<file path="src/rtl/ddr.sv">
// rtl/ddr.sv - DDR SDRAM power-up init and periodic auto-refresh sequencer
module ddr #(
    parameter int unsigned WAIT_CYCLES    = 26602,
    parameter int unsigned NOP_CYCLES     = 8,
    parameter int unsigned TRP_NOPS       = 2,
    parameter int unsigned TMRD_NOPS      = 1,
    parameter int unsigned TRFC_NOPS      = 10,
    parameter logic [12:0] MODE_REG       = 13'h021,
    parameter logic [12:0] EXT_MODE_REG   = 13'h000,
    parameter int unsigned REFRESH_CYCLES = 1024
) (
    input  logic        clk133_p,
    input  logic        rst,
    input  logic        clk133_n,
    input  logic        clk25,
    output logic [12:0] sd_A,
    output logic [1:0]  sd_BA,
    output logic        sd_RAS,
    output logic        sd_CAS,
    output logic        sd_WE,
    output logic        sd_CKE,
    output logic        sd_CS,
    output logic        sd_LDM,
    output logic        sd_UDM,
    inout  wire  [15:0] sd_DQ,
    inout  wire         sd_LDQS,
    inout  wire         sd_UDQS
);
    timeunit 1ns;
    timeprecision 1ps;

    typedef enum logic [3:0] {
        S_WAIT, S_CKE_NOP, S_PRE, S_LEMR, S_LMR1, S_PRE2,
        S_REF1, S_REF2, S_LMR2, S_IDLE, S_AREF
    } state_t;

    localparam logic [2:0] CMD_NOP  = 3'b111;
    localparam logic [2:0] CMD_PRE  = 3'b010;
    localparam logic [2:0] CMD_LOAD = 3'b000;
    localparam logic [2:0] CMD_REF  = 3'b001;

    localparam logic [14:0] WAIT_LAST = 15'(WAIT_CYCLES - 1);
    localparam logic [14:0] NOP_LAST  = 15'(NOP_CYCLES - 1);
    localparam logic [14:0] IDLE_LAST = 15'(REFRESH_CYCLES - 1);

    state_t      state_q = S_WAIT;
    logic [14:0] cnt_q   = '0;
    logic        cke_q   = 1'b0;
    logic [2:0]  cmd_q   = CMD_NOP;
    logic [12:0] a_q     = '0;
    logic [1:0]  ba_q    = '0;

    // Decode of the one-shot command states: command, trailing NOPs, successor
    logic [2:0]  st_cmd;
    logic [1:0]  st_ba;
    logic [12:0] st_a;
    logic [14:0] st_nops;
    state_t      st_next;

    always_comb begin
        st_cmd  = CMD_NOP;
        st_ba   = 2'b00;
        st_a    = '0;
        st_nops = '0;
        st_next = S_IDLE;
        case (state_q)
            S_PRE:  begin st_cmd = CMD_PRE;  st_a = 13'h400; st_nops = 15'(TRP_NOPS);  st_next = S_LEMR; end
            S_LEMR: begin st_cmd = CMD_LOAD; st_ba = 2'b01; st_a = EXT_MODE_REG;
                          st_nops = 15'(TMRD_NOPS); st_next = S_LMR1; end
            S_LMR1: begin st_cmd = CMD_LOAD; st_a = MODE_REG; st_nops = 15'(TMRD_NOPS); st_next = S_PRE2; end
            S_PRE2: begin st_cmd = CMD_PRE;  st_a = 13'h400; st_nops = 15'(TRP_NOPS);  st_next = S_REF1; end
            S_REF1: begin st_cmd = CMD_REF;  st_nops = 15'(TRFC_NOPS); st_next = S_REF2; end
            S_REF2: begin st_cmd = CMD_REF;  st_nops = 15'(TRFC_NOPS); st_next = S_LMR2; end
            S_LMR2: begin st_cmd = CMD_LOAD; st_a = MODE_REG; st_nops = 15'(TMRD_NOPS); st_next = S_IDLE; end
            S_AREF: begin st_cmd = CMD_REF;  st_nops = 15'(TRFC_NOPS); st_next = S_IDLE; end
            default: ;
        endcase
    end

    always_ff @(posedge clk133_p) begin
        if (rst) begin
            state_q <= S_WAIT;
            cnt_q   <= '0;
            cke_q   <= 1'b0;
            cmd_q   <= CMD_NOP;
            a_q     <= '0;
            ba_q    <= '0;
        end else begin
            cmd_q <= CMD_NOP;
            a_q   <= '0;
            ba_q  <= '0;
            cke_q <= 1'b1;
            if (cnt_q != 15'h7fff) begin
                cnt_q <= cnt_q + 15'd1;
            end
            // A state change below overrides the increment, clearing the counter on entry
            case (state_q)
                S_WAIT: begin
                    cke_q <= 1'b0;
                    if (cnt_q == WAIT_LAST) begin
                        state_q <= S_CKE_NOP;
                        cnt_q   <= '0;
                    end
                end
                S_CKE_NOP: begin
                    if (cnt_q == NOP_LAST) begin
                        state_q <= S_PRE;
                        cnt_q   <= '0;
                    end
                end
                S_IDLE: begin
                    if (cnt_q == IDLE_LAST) begin
                        state_q <= S_AREF;
                        cnt_q   <= '0;
                    end
                end
                default: begin
                    if (cnt_q == '0) begin
                        cmd_q <= st_cmd;
                        a_q   <= st_a;
                        ba_q  <= st_ba;
                    end
                    if (cnt_q == st_nops) begin
                        state_q <= st_next;
                        cnt_q   <= '0;
                    end
                end
            endcase
        end
    end

    assign sd_A    = a_q;
    assign sd_BA   = ba_q;
    assign sd_RAS  = cmd_q[2];
    assign sd_CAS  = cmd_q[1];
    assign sd_WE   = cmd_q[0];
    assign sd_CKE  = cke_q;
    assign sd_CS   = 1'b0;
    assign sd_LDM  = 1'b0;
    assign sd_UDM  = 1'b0;
    assign sd_DQ   = 16'bz;
    assign sd_LDQS = 1'bz;
    assign sd_UDQS = 1'bz;

    logic unused_pins;
    assign unused_pins = clk133_n ^ clk25;
endmodule

</file>
<file path="config.mk">
export PLATFORM = sky130hd
export DESIGN_NAME = ddr
export DESIGN_NICKNAME = d
export VERILOG_FILES = /design/src/rtl/ddr.sv
export SDC_FILE = /design/constraint.sdc
export NUM_CORES = 1
export LEC_CHECK = 0
export CAP_MARGIN = 0
export CORE_MARGIN = 5
export CORE_UTILIZATION = 45
export CTS_CLUSTER_DIAMETER = 30
export DETAILED_ROUTE_END_ITERATION = 6
export GPL_TIMING_DRIVEN = 0
export PLACE_DENSITY = 0.76
export REMOVE_ABC_BUFFERS = 1
export SLEW_MARGIN = 5
export SYNTH_ARGS = -nofsm -noshare
export SYNTH_HDL_FRONTEND = slang
export SYNTH_SLANG_ARGS = --single-unit
</file>
<file path="constraint.sdc">
create_clock -name clk133_p -period 1.8 [get_ports clk133_p]
set_clock_uncertainty 0.05 [all_clocks]
set_input_delay 0.36 -clock clk133_p [delete_from_list [all_inputs] [get_ports clk133_p]]
set_output_delay 0.36 -clock clk133_p [all_outputs]
set_load 0.005 [all_outputs]
</file>
## Word level (Yosys, flattened, before mapping)

Cells that the tools add are included.

| cells by class | value |
|---|---|
| mux-type cells | 17 |
| equality and inequality tests | 18 |
| add/subtract/negate cells | 1 |
| bitwise operators | 1 |
| reduce and logical (&&, ||, !) cells | 9 |

Operators with widths:

| cell | count |
|---|---|
| 15-bit two-way mux | 5 |
| 15-bit case mux with 3 select lines | 1 |
| 4-bit case mux with 3 select lines | 2 |
| 4-bit case mux with 6 select lines | 1 |
| 11-bit case mux with 2 select lines | 1 |
| 4-bit by 3-bit == test with 1-bit output, second input constant | 4 |
| 4-bit two-way mux | 4 |
| 15-bit by 1-bit adder with 15-bit output, second input constant | 1 |
| 15-bit by 10-bit == test with 1-bit output, second input constant | 1 |
| 15-bit == test | 1 |
| 15-bit == test, second input constant | 1 |
| 15-bit by 3-bit == test with 1-bit output, second input constant | 1 |
| 15-bit zero test | 1 |
| 15-bit inequality test, second input constant | 1 |
| 4-bit == test, second input constant | 3 |
| 3-bit case mux with 3 select lines | 1 |
| 4-bit by 2-bit == test with 1-bit output, second input constant | 2 |
| 2-bit inequality test, second input constant | 3 |
| 3-bit OR reduction | 2 |
| 5-bit OR reduction | 1 |
| 4-bit by 1-bit == test with 1-bit output, second input constant | 1 |
| 4-bit zero test | 1 |
| 4-bit AND reduction | 1 |
| 4-bit nonzero test | 1 |
| 3 further kinds | 5 |

| storage, ports and cells | value |
|---|---|
| output and inout bits | 40 |
| input bits | 4 |
| logic and storage cells | 52 |
| register bits | 38 |

## Logic depth before layout (Yosys ltp)

| depth | value |
|---|---|
| depth after elaboration | 6 |
| gate-level depth with buffers | 9 |
| mapped depth without buffers | 8 |

## Worst setup path before layout

OpenSTA, ideal clock, no wires.

| timing path | value |
|---|---|
| path kind | reg-to-reg |
| from | register cnt_q[0] |
| to | register cnt_q[2] |
| path buffers | 1 |
| slack | -63 ps |
| data required time | 1,633 ps |
| stages on the path, launching flop included | 9 |
| arrival time | 1,696 ps |
| period minus slack after synthesis | 1,863 ps |
| library setup time | 117 ps |
| cells stage by stage | dfxtp_1 > ha_1 > and4bb_2 > nand4_1 > a32oi_1 > nand3_2 > o21ai_4 > buf_8 > nor2_2 |

| on the way | value |
|---|---|
| longest elaborated chain between the ends | 4 |
| elaborated cells between the ends (all ways) | 12 |
| classes of those cells | add/sub (1); eq/ne (5); mux (6) |

Ends and longest elaborated chain:

| what | RTL line | source |
|---|---|---|
| from (decl) | 47 | `logic [14:0] cnt_q = '0;` |
| from (signal assigned) | 94 | `cnt_q <= cnt_q + 15'd1;` |
| 15-bit by 1-bit adder with 15-bit output or 15-bit inequality test (tied branches) | 94, 93 |  |
| 15-bit two-way mux | 93 | `if (cnt_q != 15'h7fff) begin` |
| 15-bit two-way mux, on equally long branches | -- |  |
| 15-bit case mux with 3 select lines (*) | 97 | `case (state_q)` |

Every way passes the cells marked *; elsewhere a longest branch is shown, timed or not.
A chain may end at the register's enable or synchronous reset.

## Final worst setup path

| timing path | value |
|---|---|
| from | register cnt_q[1] |
| to | register cnt_q[13] |

The elaborated chain is that of the path after synthesis.

==> metrics <==
DIE AREA=0.00542 mm2; initial core utilization=0.459; clock transition at the registers of the reported paths=0.09 ns; synthesis-to-finish area growth=13.9%; core area=0.00397 mm2; Period minus WS final=1.95 ns; largest stage delay on the critical path=0.38 ns; TritonCTS Buffers=3; first-pass GRT wire length=5980 um; first-pass detailed-route iteration total=4; Post-Place Worst Slack=-0.519 ns; fin util=0.523; vias per cell=5.21; CP Max Fanout=15; fin cells=276; crit path launch type=flop; Most used DFF post-synth=dfxtp_1; count of different cell masters after synthesis=53; Fmax=513 MHz; Max Buffers Root-to-Sink=2; input/output buffers=9; fraction of layout cells with a size suffix above 1=0.323; worst setup path category=reg2reg; CP Cell Sequence=inv_4 > ha_4 > and4_1 > nand4_1 > a32oi_2 > nand3_2 > o21ai_4 > buf_12 > a21oi_1; met3 WL=158 um; Sink Count=26; failing checks=setup timing; CTS tree=built; routability cong.=0.864; H-tree depth=1; Tot GR Track Use=0.137; vias in the first global route=1275; EDFF count, synth=0; die width=73.7 um; Routed Antenna Nets=0; RSZ-0062 raised after global routing=yes; I/O pin total=44; LEAKAGE=0.720 nW; Hold Path Class=reg2reg; Slew Limit Fails=0; top layer reached by signal wires=met4; worst skew pair latency=0.27 ns; Synth Warn #=0; P per Cell Area=844 mW/mm2; HPWL Detailed=2420 um; #FFs+latches synth=26; Syn Area/Cell=8.52 um2; initial antenna violation count=0; outcome=finished with violations; final setup violation count=19; final setup margin=-0.149 ns; Max IR drop VDD=0.605 mV; DRT iter0 DRCs=150; post-synthesis async set-or-reset flop share=0; Clock Tree Root=clkbuf_8; routed wl met2=1940 um; die height=73.7 um; WL final=3670 um; final critical-path share of the clock period=1.08; Post-Synthesis Cell Area=0.00182 mm2; nets=234; Hold Vio Cnt, Final=0; Inst Count DP=262; delay-heaviest family, CP=compound AO/OA/AOI/OAI gates; FP Rows=23; gr ovfl total=0; M1 wire length=1510 um; synthesized instance count=214; largest net degree at the start of global routing=18; Buf/Inv on CP=2; critical path data arrival time=2.05 ns; CP required=1.90 ns; Avg WL per Cell=13.3 um; DRC Markers=0; routed vias=1438; Slowest-stage cell, CP=dfxtp_4; number of max-cap violations=0; Seq/Total Area, Yosys=0.286; Setup crit end kind=flop; ANT cells=0
-- state kept, by name, indices dropped and copies added, names as in the netlist --
name,cells
cnt_q,15
state_q,4
cmd_q,3
sd_A,2
sd_BA,1
sd_CKE,1
-- worst reg2reg max path: stages (launching register included) --
cell and delay [ns]:
dfxtp_4 0.38, inv_4 0.06, ha_4 0.12, and4_1 0.18
nand4_1 0.14, a32oi_2 0.30, nand3_2 0.18, o21ai_4 0.19
buf_12 0.17, a21oi_1 0.05
-- layout make-up --
| cell class | count | area, um2 |
|---|---|---|
| Inverter | 4 | 17.5 |
| Multi-Input combinational cell | 173 | 1200 |
| Fill cell | 389 | 1900 |
| Timing Repair Buffer | 19 | 178 |
| Clock buffer | 4 | 55.1 |
| Tap cell | 50 | 62.6 |
| Sequential cell | 26 | 559 |
-- metrics by stage --
stage | TNS, ns | hold WS (ns) | instance area (um2) | total power (W)
4_1_cts | -1.08 | 0.515 | 1980 | 0.00166
6_report | -2.19 | 0.511 | 2080 | 0.00175
5_1_grt | -4.01 | 0.545 | 2080 | 0.00185
3_5_place_dp | -8.74 | 0.504 | 1790 | 0.00111
2_1_floorplan | -2.52 | 0.379 | 1640 | 0.00101
3_3_place_gp | -8.18 | 0.490 | 1790 | 0.00110
-- metal layers --
layer  GRT usage  up-vias
met5           0        -
met1       0.166      685
li1            -      711
met2       0.244       35
met3      0.0301        7
met4      0.0322        0
-- cells by family after synthesis --
kind of cell               Yosys count  synth area share
other                                1           0.00206
muxes                                1           0.00549
buffers and inverters               46             0.174
adders and majority gates            3            0.0206
xor gates and xnor gates            13            0.0625
and+or+nand+nor                     95             0.319
DFF                                 26             0.286
AOI/OAI and AO/OA                   29             0.130
-- final timing paths --
path                       startpoint                    to  slack (ns)  cells past startpoint
setup / recovery  cnt_q[1]$_SDFF_PP0_  cnt_q[13]$_SDFF_PP0_       -0.15                      9
hold / removal    cnt_q[9]$_SDFF_PP0_   cnt_q[9]$_SDFF_PP0_        0.51                      2
setup reg to reg  cnt_q[1]$_SDFF_PP0_  cnt_q[13]$_SDFF_PP0_       -0.15                      9
hold reg to reg   cnt_q[9]$_SDFF_PP0_   cnt_q[9]$_SDFF_PP0_        0.51                      2
-- where the power goes --
group	internal, W	switching [W]
clock	0.000196	0.000181
combinational	0.000302	0.000378
sequential	0.000628	0.0000674
total	0.00113	0.000626
-- synth_stat cells (all sizes together), types with 2 or more instances --
library cell   n  share of area
a21oi          5          0.014
a31oi          2         0.0069
and2           3          0.011
and3           6          0.021
and4           2         0.0096
buf           40           0.16
clkbuf         2         0.0041
dfxtp         26           0.29
ha             3          0.021
inv            4         0.0082
nand2         11          0.023
nand2b         5          0.017
nand3         10          0.030
nand3b         2         0.0082
nand4          7          0.027
nor2          25          0.065
nor2b          2         0.0069
nor3           9          0.034
nor4           8          0.043
o211ai         3          0.012
o21ai          6          0.023
o22ai          2         0.0069
or2            2         0.0069
xnor2         10          0.048
xor2           3          0.014
-- timing repair --
action | 4_1_cts | 5_1_grt
setup buffers | 8 | 2
gates resized for setup | 25 | 20
hold buffers | 0 | 0
endpoints found under the setup margin | 22 | 20
pin swaps | 4 | 6
hold endpoints to repair | 0 | 0
-- layout by cell type (no fill, tap or decap), types with 2 or more instances in the layout --
cell type,instances
conb_1,32
nor2_1,14
nor2_2,11
dfxtp_1,11
nand2_1,10
xnor2_1,10
nand3_1,9
clkdlybuf4s50_1,9
buf_4,9
dfxtp_4,8
dfxtp_2,7
nand4_1,6
and3_1,5
a21oi_1,5
o21ai_0,4
nor3_2,4
nor3_1,4
clkbuf_8,4
inv_1,3
nor4_1,3
o211ai_1,3
nand2b_1,3
xor2_1,3
nor4_2,3
nand3b_1,2
nor4_4,2
and4_1,2
and2_1,2
or2_2,2
ha_4,2
(Power assumes the default switching activity.)
